**config.mk**
```make
export PLATFORM = sky130hd
export DESIGN_NAME = reg_file_flat
export DESIGN_NICKNAME = d
export VERILOG_FILES = /design/src/rtl/cpu_defs.sv /design/src/rtl/reg_file_if.sv /design/src/rtl/reg_read_port.sv /design/src/rtl/reg_file.sv /design/src/flat_wrapper.sv
export SDC_FILE = /design/constraint.sdc
export NUM_CORES = 2
export LEC_CHECK = 0
export BUFFER_PORTS_ARGS = -buffer_cell sky130_fd_sc_hd__clkbuf_2
export CAP_MARGIN = 20
export CORE_AREA = 2 2 366 405
export DETAILED_ROUTE_END_ITERATION = 6
export DIE_AREA = 0 0 368 407
export PLACE_DENSITY = 0.61
export SLEW_MARGIN = 25
export SYNTH_ARGS = -nofsm -noshare
export SYNTH_HDL_FRONTEND = slang
export SYNTH_SLANG_ARGS = --single-unit
```
**constraint.sdc**
```tcl
create_clock -name clk -period 81.4 [get_ports clk]
set_input_delay 8.14 -clock clk [delete_from_list [all_inputs] [get_ports clk]]
set_output_delay 8.14 -clock clk [all_outputs]
set_load 0.005 [all_outputs]
```
**src/rtl/cpu_defs.sv**
```systemverilog
// ============================================================================
// Module  : cpu_defs
// Brief   : Shared core-wide widths and types for the decoder, ROB, RS and
//           register file.
// Revision: 1.0 - initial release
// ============================================================================
`default_nettype none

package cpu_defs;

  localparam int REG_NUM   = 32;
  localparam int REG_IDX_W = 5;
  localparam int ROB_W     = 4;

  typedef logic [REG_IDX_W-1:0] reg_idx_t;
  typedef logic [ROB_W-1:0]     rob_tag_t;
  typedef logic [31:0]          word_t;

  localparam reg_idx_t ZERO_REG = '0;

endpackage

`default_nettype wire

```
**src/rtl/reg_file_if.sv**
```systemverilog
// ============================================================================
// Module  : reg_file_if
// Brief   : Decoder query, issue-rename and ROB commit/rollback bundle of the
//           register file.
// Revision: 1.0 - initial release
// ============================================================================
`default_nettype none

interface reg_file_if;
  import cpu_defs::*;

  logic     rdy;
  logic     rollback;

  reg_idx_t rs1_index;
  word_t    rs1_value;
  logic     rs1_dirty;
  rob_tag_t rs1_rob_entry;

  reg_idx_t rs2_index;
  word_t    rs2_value;
  logic     rs2_dirty;
  rob_tag_t rs2_rob_entry;

  logic     issue_valid;
  reg_idx_t issue_rd;
  rob_tag_t issue_rob_entry;

  logic     commit_valid;
  reg_idx_t commit_rd;
  rob_tag_t commit_rob_entry;
  word_t    commit_value;

  modport master (
    output rdy, rollback,
    output rs1_index, rs2_index,
    input  rs1_value, rs1_dirty, rs1_rob_entry,
    input  rs2_value, rs2_dirty, rs2_rob_entry,
    output issue_valid, issue_rd, issue_rob_entry,
    output commit_valid, commit_rd, commit_rob_entry, commit_value
  );

  modport slave (
    input  rdy, rollback,
    input  rs1_index, rs2_index,
    output rs1_value, rs1_dirty, rs1_rob_entry,
    output rs2_value, rs2_dirty, rs2_rob_entry,
    input  issue_valid, issue_rd, issue_rob_entry,
    input  commit_valid, commit_rd, commit_rob_entry, commit_value
  );

endinterface

`default_nettype wire

```
**src/rtl/reg_read_port.sv**
```systemverilog
// ============================================================================
// Module  : reg_read_port
// Brief   : One combinational operand query: x0 forcing, lookup and commit
//           bypass.
// Revision: 1.0 - initial release
// ============================================================================
`default_nettype none

module reg_read_port
  import cpu_defs::*;
(
  input  reg_idx_t             index_i,
  input  word_t                regs_value_i [REG_NUM],
  input  logic [REG_NUM-1:0]   regs_dirty_i,
  input  rob_tag_t             regs_tag_i   [REG_NUM],
  input  logic                 commit_valid_i,
  input  reg_idx_t             commit_rd_i,
  input  rob_tag_t             commit_rob_entry_i,
  input  word_t                commit_value_i,
  output word_t                value_o,
  output logic                 dirty_o,
  output rob_tag_t             rob_entry_o
);

  logic w_bypass;

  always_comb begin
    w_bypass    = 1'b0;
    value_o     = '0;
    dirty_o     = 1'b0;
    rob_entry_o = '0;
    if (index_i != ZERO_REG) begin
      // Only a commit from the current owner may be forwarded; stale producers fall through.
      w_bypass    = commit_valid_i && (commit_rd_i == index_i) &&
                    regs_dirty_i[index_i] &&
                    (regs_tag_i[index_i] == commit_rob_entry_i);
      value_o     = w_bypass ? commit_value_i : regs_value_i[index_i];
      dirty_o     = regs_dirty_i[index_i] && !w_bypass;
      rob_entry_o = regs_tag_i[index_i];
    end
  end

endmodule

`default_nettype wire

```
**src/rtl/reg_file.sv**
```systemverilog
// ============================================================================
// Module  : reg_file
// Brief   : Architectural register file with rename status, commit write-back
//           and rollback flush.
// Revision: 1.0 - initial release
// ============================================================================
`default_nettype none

module reg_file
  import cpu_defs::*;
(
  input  logic         clk,
  input  logic         rst,
  reg_file_if.slave    rf_bus
);

  word_t              value_q [REG_NUM];
  word_t              value_d [REG_NUM];
  logic [REG_NUM-1:0] dirty_q;
  logic [REG_NUM-1:0] dirty_d;
  rob_tag_t           tag_q   [REG_NUM];
  rob_tag_t           tag_d   [REG_NUM];

  always_comb begin
    value_d = value_q;
    dirty_d = dirty_q;
    tag_d   = tag_q;
    if (rf_bus.rdy) begin
      if (rf_bus.commit_valid && (rf_bus.commit_rd != ZERO_REG)) begin
        value_d[rf_bus.commit_rd] = rf_bus.commit_value;
        if (tag_q[rf_bus.commit_rd] == rf_bus.commit_rob_entry)
          dirty_d[rf_bus.commit_rd] = 1'b0;
      end
      // Rename is applied last so a same-cycle issue keeps the register dirty.
      if (rf_bus.rollback) begin
        dirty_d = '0;
      end else if (rf_bus.issue_valid && (rf_bus.issue_rd != ZERO_REG)) begin
        dirty_d[rf_bus.issue_rd] = 1'b1;
        tag_d[rf_bus.issue_rd]   = rf_bus.issue_rob_entry;
      end
    end
  end

  always_ff @(posedge clk or posedge rst) begin
    if (rst) begin
      for (int i = 0; i < REG_NUM; i++) begin
        value_q[i] <= '0;
        tag_q[i]   <= '0;
      end
      dirty_q <= '0;
    end else begin
      value_q <= value_d;
      dirty_q <= dirty_d;
      tag_q   <= tag_d;
    end
  end

  reg_read_port u_rs1_port (
    .index_i            (rf_bus.rs1_index),
    .regs_value_i       (value_q),
    .regs_dirty_i       (dirty_q),
    .regs_tag_i         (tag_q),
    .commit_valid_i     (rf_bus.commit_valid),
    .commit_rd_i        (rf_bus.commit_rd),
    .commit_rob_entry_i (rf_bus.commit_rob_entry),
    .commit_value_i     (rf_bus.commit_value),
    .value_o            (rf_bus.rs1_value),
    .dirty_o            (rf_bus.rs1_dirty),
    .rob_entry_o        (rf_bus.rs1_rob_entry)
  );

  reg_read_port u_rs2_port (
    .index_i            (rf_bus.rs2_index),
    .regs_value_i       (value_q),
    .regs_dirty_i       (dirty_q),
    .regs_tag_i         (tag_q),
    .commit_valid_i     (rf_bus.commit_valid),
    .commit_rd_i        (rf_bus.commit_rd),
    .commit_rob_entry_i (rf_bus.commit_rob_entry),
    .commit_value_i     (rf_bus.commit_value),
    .value_o            (rf_bus.rs2_value),
    .dirty_o            (rf_bus.rs2_dirty),
    .rob_entry_o        (rf_bus.rs2_rob_entry)
  );

endmodule

`default_nettype wire

```
**src/flat_wrapper.sv**
```systemverilog
// flat-port wrapper written by rule: the top's interface ports become plain ports
module reg_file_flat import cpu_defs::*;
  (clk, rst, rf_bus_rdy, rf_bus_rollback, rf_bus_rs1_index, rf_bus_rs2_index, rf_bus_rs1_value, rf_bus_rs1_dirty, rf_bus_rs1_rob_entry, rf_bus_rs2_value, rf_bus_rs2_dirty, rf_bus_rs2_rob_entry, rf_bus_issue_valid, rf_bus_issue_rd, rf_bus_issue_rob_entry, rf_bus_commit_valid, rf_bus_commit_rd, rf_bus_commit_rob_entry, rf_bus_commit_value);
  reg_file_if rf_bus_i ();
  input  logic clk;
  input  logic rst;
  input wire logic [$bits(rf_bus_i.rdy)-1:0] rf_bus_rdy;
  input wire logic [$bits(rf_bus_i.rollback)-1:0] rf_bus_rollback;
  input wire logic [$bits(rf_bus_i.rs1_index)-1:0] rf_bus_rs1_index;
  input wire logic [$bits(rf_bus_i.rs2_index)-1:0] rf_bus_rs2_index;
  output wire logic [$bits(rf_bus_i.rs1_value)-1:0] rf_bus_rs1_value;
  output wire logic [$bits(rf_bus_i.rs1_dirty)-1:0] rf_bus_rs1_dirty;
  output wire logic [$bits(rf_bus_i.rs1_rob_entry)-1:0] rf_bus_rs1_rob_entry;
  output wire logic [$bits(rf_bus_i.rs2_value)-1:0] rf_bus_rs2_value;
  output wire logic [$bits(rf_bus_i.rs2_dirty)-1:0] rf_bus_rs2_dirty;
  output wire logic [$bits(rf_bus_i.rs2_rob_entry)-1:0] rf_bus_rs2_rob_entry;
  input wire logic [$bits(rf_bus_i.issue_valid)-1:0] rf_bus_issue_valid;
  input wire logic [$bits(rf_bus_i.issue_rd)-1:0] rf_bus_issue_rd;
  input wire logic [$bits(rf_bus_i.issue_rob_entry)-1:0] rf_bus_issue_rob_entry;
  input wire logic [$bits(rf_bus_i.commit_valid)-1:0] rf_bus_commit_valid;
  input wire logic [$bits(rf_bus_i.commit_rd)-1:0] rf_bus_commit_rd;
  input wire logic [$bits(rf_bus_i.commit_rob_entry)-1:0] rf_bus_commit_rob_entry;
  input wire logic [$bits(rf_bus_i.commit_value)-1:0] rf_bus_commit_value;
  assign rf_bus_i.rdy = rf_bus_rdy;
  assign rf_bus_i.rollback = rf_bus_rollback;
  assign rf_bus_i.rs1_index = rf_bus_rs1_index;
  assign rf_bus_i.rs2_index = rf_bus_rs2_index;
  assign rf_bus_rs1_value = rf_bus_i.rs1_value;
  assign rf_bus_rs1_dirty = rf_bus_i.rs1_dirty;
  assign rf_bus_rs1_rob_entry = rf_bus_i.rs1_rob_entry;
  assign rf_bus_rs2_value = rf_bus_i.rs2_value;
  assign rf_bus_rs2_dirty = rf_bus_i.rs2_dirty;
  assign rf_bus_rs2_rob_entry = rf_bus_i.rs2_rob_entry;
  assign rf_bus_i.issue_valid = rf_bus_issue_valid;
  assign rf_bus_i.issue_rd = rf_bus_issue_rd;
  assign rf_bus_i.issue_rob_entry = rf_bus_issue_rob_entry;
  assign rf_bus_i.commit_valid = rf_bus_commit_valid;
  assign rf_bus_i.commit_rd = rf_bus_commit_rd;
  assign rf_bus_i.commit_rob_entry = rf_bus_commit_rob_entry;
  assign rf_bus_i.commit_value = rf_bus_commit_value;
  reg_file u_core (.clk(clk), .rst(rst), .rf_bus(rf_bus_i));
endmodule
```
=== After elaboration in Yosys (flattened, before gate mapping) ===
Cells that the tools add are included.

* Register bits: 1184
* Input bits: 66
* Output and inout port bits: 74
* Word-level logic and storage cells: 154

* $lt $le $gt $ge: 12
* Equal/unequal tests: 5
* Mux-type cells: 42
* Bitwise operators: 8
* Reductions and logical operators: 22

{| class="wikitable"
|+ Operator list
! operator !! number
|-
| $bwmux 1024 || 1
|-
| $mux 32 || 14
|-
| $bmux 32 s5 || 2
|-
| $demux 32 s5 || 1
|-
| $bwmux 128 || 1
|-
| $bmux 4 s5 || 3
|-
| $mux 4 || 9
|-
| $and 32x32->32 || 1
|-
| $not 32->32 || 1
|-
| $or 32x32->32 || 1
|-
| $ge 6x6->1 const B || 4
|-
| $lt 5x6->1 const B || 4
|-
| $not 5->6 || 4
|-
| $demux 4 s5 || 1
|-
| $reduce_bool 5->1 || 4
|-
| $logic_and 1x1->1 || 14
|-
| $eq 4x4->1 || 3
|-
| $lt 6x1->1 const B || 2
|-
| $bmux 1 s5 || 2
|-
| $demux 1 s5 || 2
|-
| $eq 5x5->1 || 2
|-
| $ge 5x1->1 const B || 2
|-
| $mux 1 || 6
|-
| $reduce_and 3->1 || 1
|-
| other kinds (3) || 4
|}

=== Depth between registers and ports, before layout ===
* Depth in word-level cells: 12
* Depth in mapped cells: 12
* Depth with buffers taken out: 7

=== Modules after synthesis ===
From an unflattened synthesis, not the netlist that was laid out.

* Cell total of the unflattened synthesis: 4264
* Area, all modules: 65705.5 sq um

{| class="wikitable"
|+ By module, submodules not included
! module !! times used !! cells each !! area each (sq um) !! sequential area each (sq um)
|-
| reg_file || 1 || 2920 || 45568.7 || 29628.4
|-
| reg_read_port || 2 || 672 || 10068.4 || 0.0
|}

=== Worst setup path after synthesis ===
OpenSTA, ideal clock, no wires.

* Path kind: input -> output
* Start: in rf_bus_rs1_index[0]
* End: out rf_bus_rs1_value[10]
* Data arrival time: 10.770 ns
* Data required time: 73.260 ns
* Setup slack: 62.490 ns
* Stages on the path: 9
* Buffers on the path: 5
* Cell sequence: buf_2 -> buf_4 -> buf_2 -> buf_1 -> buf_2 -> mux4_2 -> mux4_2 -> mux2i_1 -> a211oi_1

* Longest elaborated chain between the ends: 8
* Elaborated cells on any way between the ends: 17
* Those cells by class: eq/ne: 2; mux: 10; bitwise: 1; reduce/logical: 4

{| class="wikitable"
|+ Ends and longest elaborated chain
! element !! line !! RTL
|-
| start, declared || flat_wrapper.sv:9 || <nowiki>input wire logic [$bits(rf_bus_i.rs1_index)-1:0] rf_bus_rs1_index;</nowiki>
|-
| $not 5->6 (implied by the code) || reg_read_port.sv:36, reg_read_port.sv:37 ||
|-
| $bmux 4 s5 || reg_read_port.sv:36 || <nowiki>(regs_tag_i[index_i] == commit_rob_entry_i);</nowiki>
|-
| $mux 4 (implied by the code) (2 in series) || reg_read_port.sv:36 ||
|-
| $eq 4x4->1 || reg_read_port.sv:36 ||
|-
| $logic_and 1x1->1 || reg_read_port.sv:35 || <nowiki>regs_dirty_i[index_i] &&</nowiki>
|-
| $mux 32 || reg_read_port.sv:37 || <nowiki>value_o = w_bypass ? commit_value_i : regs_value_i[index_i];</nowiki>
|-
| $mux 32 (*) || reg_read_port.sv:32 || <nowiki>if (index_i != ZERO_REG) begin</nowiki>
|-
| end, declared || flat_wrapper.sv:11 || <nowiki>output wire logic [$bits(rf_bus_i.rs1_value)-1:0] rf_bus_rs1_value;</nowiki>
|}

Mark *: on every way between the ends. The rest lies on a longest branch, timed or not. The select of a mux whose other input is x is not followed.

=== Worst setup path in the final report ===
* Start: in rf_bus_rs2_index[1]
* End: out rf_bus_rs2_value[14]

* Longest elaborated chain between the ends: 8
* Elaborated cells on any way between the ends: 17
* Those cells by class: eq/ne: 2; mux: 10; bitwise: 1; reduce/logical: 4

{| class="wikitable"
|+ Ends and longest elaborated chain
! element !! line !! RTL
|-
| start, declared || flat_wrapper.sv:10 || <nowiki>input wire logic [$bits(rf_bus_i.rs2_index)-1:0] rf_bus_rs2_index;</nowiki>
|-
| $not 5->6 (implied by the code) || reg_read_port.sv:36, reg_read_port.sv:37 ||
|-
| $bmux 4 s5 || reg_read_port.sv:36 ||
|-
| $mux 4 (implied by the code) (2 in series) || reg_read_port.sv:36 ||
|-
| $eq 4x4->1 || reg_read_port.sv:36 ||
|-
| $logic_and 1x1->1 || reg_read_port.sv:35 ||
|-
| $mux 32 || reg_read_port.sv:37 ||
|-
| $mux 32 (*) || reg_read_port.sv:32 ||
|-
| end, declared || flat_wrapper.sv:14 || <nowiki>output wire logic [$bits(rf_bus_i.rs2_value)-1:0] rf_bus_rs2_value;</nowiki>
|}

Marks and branches as above.

==> insert_results.sql <==
INSERT INTO impl_metrics (metric_group, metric, value, unit) VALUES
('worst_setup_path', 'path_max_fanout', '93', ''),
('power', 'power.leakage', '31.5', 'nW'),
('cts', 'cts_num_sinks', '1184', ''),
('detailed_routing', 'route.antenna.remaining_nets', '0', ''),
('cts', 'cts_root_buf', 'sky130_fd_sc_hd__clkbuf_16', ''),
('cts', 'tritoncts', 'yes', ''),
('synth', 'number_of_warnings_reported_in_the_yosys_synthesis_log', '0', ''),
('grt', 'initial_antenna_violation_count', '4', ''),
('power', 'cellPowerDensity', '22.2', 'nW/um^2'),
('synth', 'syn-cell-area', '65200', 'um^2'),
('die', 'rows', '147', ''),
('sta', 'final.period_utilization', '0.262', ''),
('power', 'p_seq_frac', '0.445', ''),
('finish', 'most_frequent_standard_cell_in_the_layout_excluding_fill_and_tap_cells', 'sky130_fd_sc_hd__dfrtp_1', ''),
('cts', 'cts-buffers-inserted', '133', ''),
('sta', 'max_freq', '47.0', 'MHz'),
('detailed_routing', 'remaining_drc_errors', '0', ''),
('power', 'p_comb_frac', '0.172', ''),
('cts', 'clock_tree.buffer_depth', '3', ''),
('synth', 'synth.yosys.seq_area_share', '0.454', ''),
('die', 'boundaryPins', '140', ''),
('place', 'place.gp.congestion', '0.869', ''),
('cts', 'number_of_post_cts_setup_repair_buffers', '0', ''),
('sta', 'slew_viol_final', '0', ''),
('sta', 'relative_slew_slack', '0.279', ''),
('place', 'detailed_place_hpwl', '115000', 'um'),
('die', 'die_area', '150000', 'um^2'),
('finish', 'final_nets', '4161', ''),
('detailed_routing', 'overall_via_count_from_detail_route', '40688', ''),
('worst_setup_path', 'setup.worst_path.class', 'in -> out', ''),
('outcome', 'run_status', 'finished clean', ''),
('die', 'starting_density', '0.449', ''),
('synth', 'syn-mean-instance-area', '15.5', 'um^2'),
('power', 'power.clock.fraction', '0.383', ''),
('synth', 'synth.ff_latch_count', '1184', ''),
('finish', 'antenna-diode-count', '0', ''),
('finish', 'drive_above_1_share', '0.566', ''),
('grt', 'wire_length_of_the_first_global_routing_pass', '301000', 'um'),
('worst_setup_path', 'critical_path.startpoint_type', 'primary input', ''),
('synth', 'postSynthNetCount', '4286', ''),
('synth', 'ys_types', '58', ''),
('power', 'power.internal', '1.17', 'mW'),
('grt', 'grt_max_degree', '170', ''),
('place', 'worst_setup_slack_before_clock_tree_synthesis', '60.16', 'ns'),
('cts', 'h-tree-depth', '4', ''),
('power', 'max-vdd-ir-drop', '0.0234', 'mV'),
('synth', 'ys.flop_type', 'sky130_fd_sc_hd__dfrtp_1', ''),
('cts', 'clk_transition_reported_paths', '0.06', 'ns'),
('sta', 'hold_violations', '0', ''),
('synth', 'synth-edff-count', '0', ''),
('die', 'die_x', '368', 'um'),
('detailed_routing', 'drt_iter0_drc', '3828', ''),
('sta', 'clock_skew', '0.0267', 'ns'),
('worst_setup_path', 'crit_arrival', '13.16', 'ns'),
('die', 'core-area', '145000', 'um^2'),
('grt', 'first_global_vias', '42171', ''),
('flow_run', 'maxCapViolCount', '0', ''),
('min_path', 'hp-class', 'reg -> reg', ''),
('die', 'chipHeight', '407', 'um'),
('sta', 'setup_repair_after_global_routing_missed_its_margin', 'false', ''),
('cts', 'clkLatencyLatePin', '0.78', 'ns'),
('detailed_routing', 'detail_route.vias_per_cell', '6.64', ''),
('cts', 'post_cts_hold_buffer_count', '0', ''),
('finish', 'layout_common_cells', 'sky130_fd_sc_hd__dfrtp_1, sky130_fd_sc_hd__mux2_2, sky130_fd_sc_hd__mux4_2, sky130_fd_sc_hd__clkbuf_16, sky130_fd_sc_hd__clkbuf_2', ''),
('place', 'numPortBuffers', '139', ''),
('sta', 'min_period', '21.30', 'ns'),
('finish', 'area_delta_synth_final', '10.4', '%'),
('power', 'switchingPower', '425', 'uW'),
('worst_setup_path', 'kind_of_end_point_of_the_critical_path', 'output port', ''),
('power', 'switching_power_as_a_share_of_total_power', '0.266', ''),
('detailed_routing', 'postRouteWirelength', '204000', 'um'),
('sta', 'final.setup.worst_slack', '60.10', 'ns'),
('sta', 'timing_worst_slew_pin_value', '1.08', 'ns'),
('worst_setup_path', 'timing.critical_path.required', '73.26', 'ns'),
('detailed_routing', 'first_pass_iters', '5', ''),
('synth', 'postSynth.asyncResetShare', '1.00', ''),
('sta', 'setup-violations-final', '0', ''),
('power', 'p_total', '1.60', 'mW'),
('grt', 'gr-total-overflow', '0', ''),
('synth', 'post_syn_instances', '4220', ''),
('cts', 'post_cts_resized', '0', ''),
('sta', 'timing.setup.tns', '0', 'ns'),
('detailed_routing', 'detail_route.wl_per_cell', '33.3', 'um'),
('grt', 'grt_usage', '0.276', '');
## stage by stage
stage	std cells	utilization	hold slack, ns	area [um^2]
finish	6128	0.496	0.393	72000
global route	6128	0.496	0.407	72000
CTS	6126	0.495	0.396	71900
detailed placement	5895	0.465	0.383	67500
global placement	5894	0.465	0.377	67500
floorplan	4220	-	0.441	65200
## per-layer routing
metal,part of all wire,GRT usage
met1,0.41,0.367
met2,0.49,0.452
met3,0.063,0.0482
met4,0.040,0.112
met5,0.000064,0
## flip-flops by register name (all words and copies together) (netlist names)
signal          count
u_core.dirty_q     32
u_core.value_q   1024
u_core.tag_q      128
## power by group through the flow
stage	clock network [mW]	logic, mW	registers (mW)
3_5_place_dp	0	0.275	0.720
2_1_floorplan	0	0.210	0.705
6_report	0.612	0.274	0.712
5_1_grt	0.646	0.293	0.721
3_3_place_gp	0	0.271	0.716
4_1_cts	0.623	0.276	0.710
## cell usage after synthesis (4+ instances only)
cell type	count	area (um^2)
sky130_fd_sc_hd__buf_2	57	285
sky130_fd_sc_hd__nor3b_1	11	82.6
sky130_fd_sc_hd__nand3_1	21	105
sky130_fd_sc_hd__mux2i_1	54	541
sky130_fd_sc_hd__buf_1	76	285
sky130_fd_sc_hd__nor3_1	44	220
sky130_fd_sc_hd__nand4_1	4	25.0
sky130_fd_sc_hd__o311ai_0	14	123
sky130_fd_sc_hd__nor2b_1	16	100
sky130_fd_sc_hd__nand2b_1	19	119
sky130_fd_sc_hd__a211oi_1	35	263
sky130_fd_sc_hd__nor2_1	51	191
sky130_fd_sc_hd__inv_1	5	18.8
sky130_fd_sc_hd__nand3b_1	4	30.0
sky130_fd_sc_hd__a22oi_1	17	128
sky130_fd_sc_hd__buf_6	5	56.3
sky130_fd_sc_hd__and3b_1	7	61.3
sky130_fd_sc_hd__mux2_2	1143	12900
sky130_fd_sc_hd__buf_4	5	37.5
sky130_fd_sc_hd__mux4_2	738	16600
sky130_fd_sc_hd__a21oi_1	10	50.1
sky130_fd_sc_hd__xor2_1	11	96.3
sky130_fd_sc_hd__clkbuf_1	350	1310
sky130_fd_sc_hd__o311a_1	31	310
sky130_fd_sc_hd__nand2_1	129	484
sky130_fd_sc_hd__o31a_1	5	43.8
sky130_fd_sc_hd__a21boi_0	4	30.0
sky130_fd_sc_hd__o21ai_0	16	80.1
sky130_fd_sc_hd__or3_1	4	25.0
sky130_fd_sc_hd__and3_1	4	25.0
sky130_fd_sc_hd__o22ai_1	21	131
sky130_fd_sc_hd__nor4_1	90	563
sky130_fd_sc_hd__dfrtp_1	1184	29600
## cell type report
type / instances / area, um^2
fillers: 12353 / 73300
multi-input cells: 2535 / 34000
flip-flops and latches: 1184 / 29600
clock buffers: 194 / 3970
well taps: 1937 / 2420
repair buffers: 233 / 1570
clock inverters: 37 / 410
inverters: 8 / 42.5
## worst max-delay path, stage by stage
cell,delay (ns)
sky130_fd_sc_hd__buf_8,0.61
sky130_fd_sc_hd__buf_4,0.90
sky130_fd_sc_hd__mux4_2,0.60
sky130_fd_sc_hd__o22ai_1,0.25
sky130_fd_sc_hd__o21ai_1,0.14
sky130_fd_sc_hd__or3_1,0.34
sky130_fd_sc_hd__a221o_4,0.64
sky130_fd_sc_hd__buf_16,0.26
sky130_fd_sc_hd__o311a_1,0.41
sky130_fd_sc_hd__nor3_1,0.35
sky130_fd_sc_hd__clkbuf_2,0.20
## logic make-up (layout without fill, tap and decap cells)
group / Yosys count / in the layout / share of synthesized area
muxes: 1935 / 1935 / 0.460
DFF: 1184 / 1184 / 0.454
buffers and inverters: 501 / 472 / 0.0308
and+or+nand+nor: 412 / 412 / 0.0322
AOI/OAI and AO/OA: 174 / 174 / 0.0204
xor gates and xnor gates: 14 / 14 / 0.00188
## worst paths after layout
path / cells after the start / startpoint / slack [ns] / end
worst max-delay path: 11 / rf_bus_rs2_index[1] / 60.10 / rf_bus_rs2_value[14]
worst min-delay path: 0 / u_core.value_q[994]$_DFFE_PP0P_ / 0.39 / u_core.value_q[994]$_DFFE_PP0P_
worst max register to register: 8 / u_core.tag_q[86]$_DFFE_PP0P_ / 78.61 / u_core.dirty_q[28]$_DFFE_PP0P_
worst min register to register: 0 / u_core.value_q[994]$_DFFE_PP0P_ / 0.39 / u_core.value_q[994]$_DFFE_PP0P_
max in group asynchronous: 6 / rst / 70.03 / u_core.value_q[230]$_DFFE_PP0P_
min in group asynchronous: 2 / rst / 7.53 / u_core.value_q[988]$_DFFE_PP0P_
No activity file was read; power rests on OpenSTA's default activity.
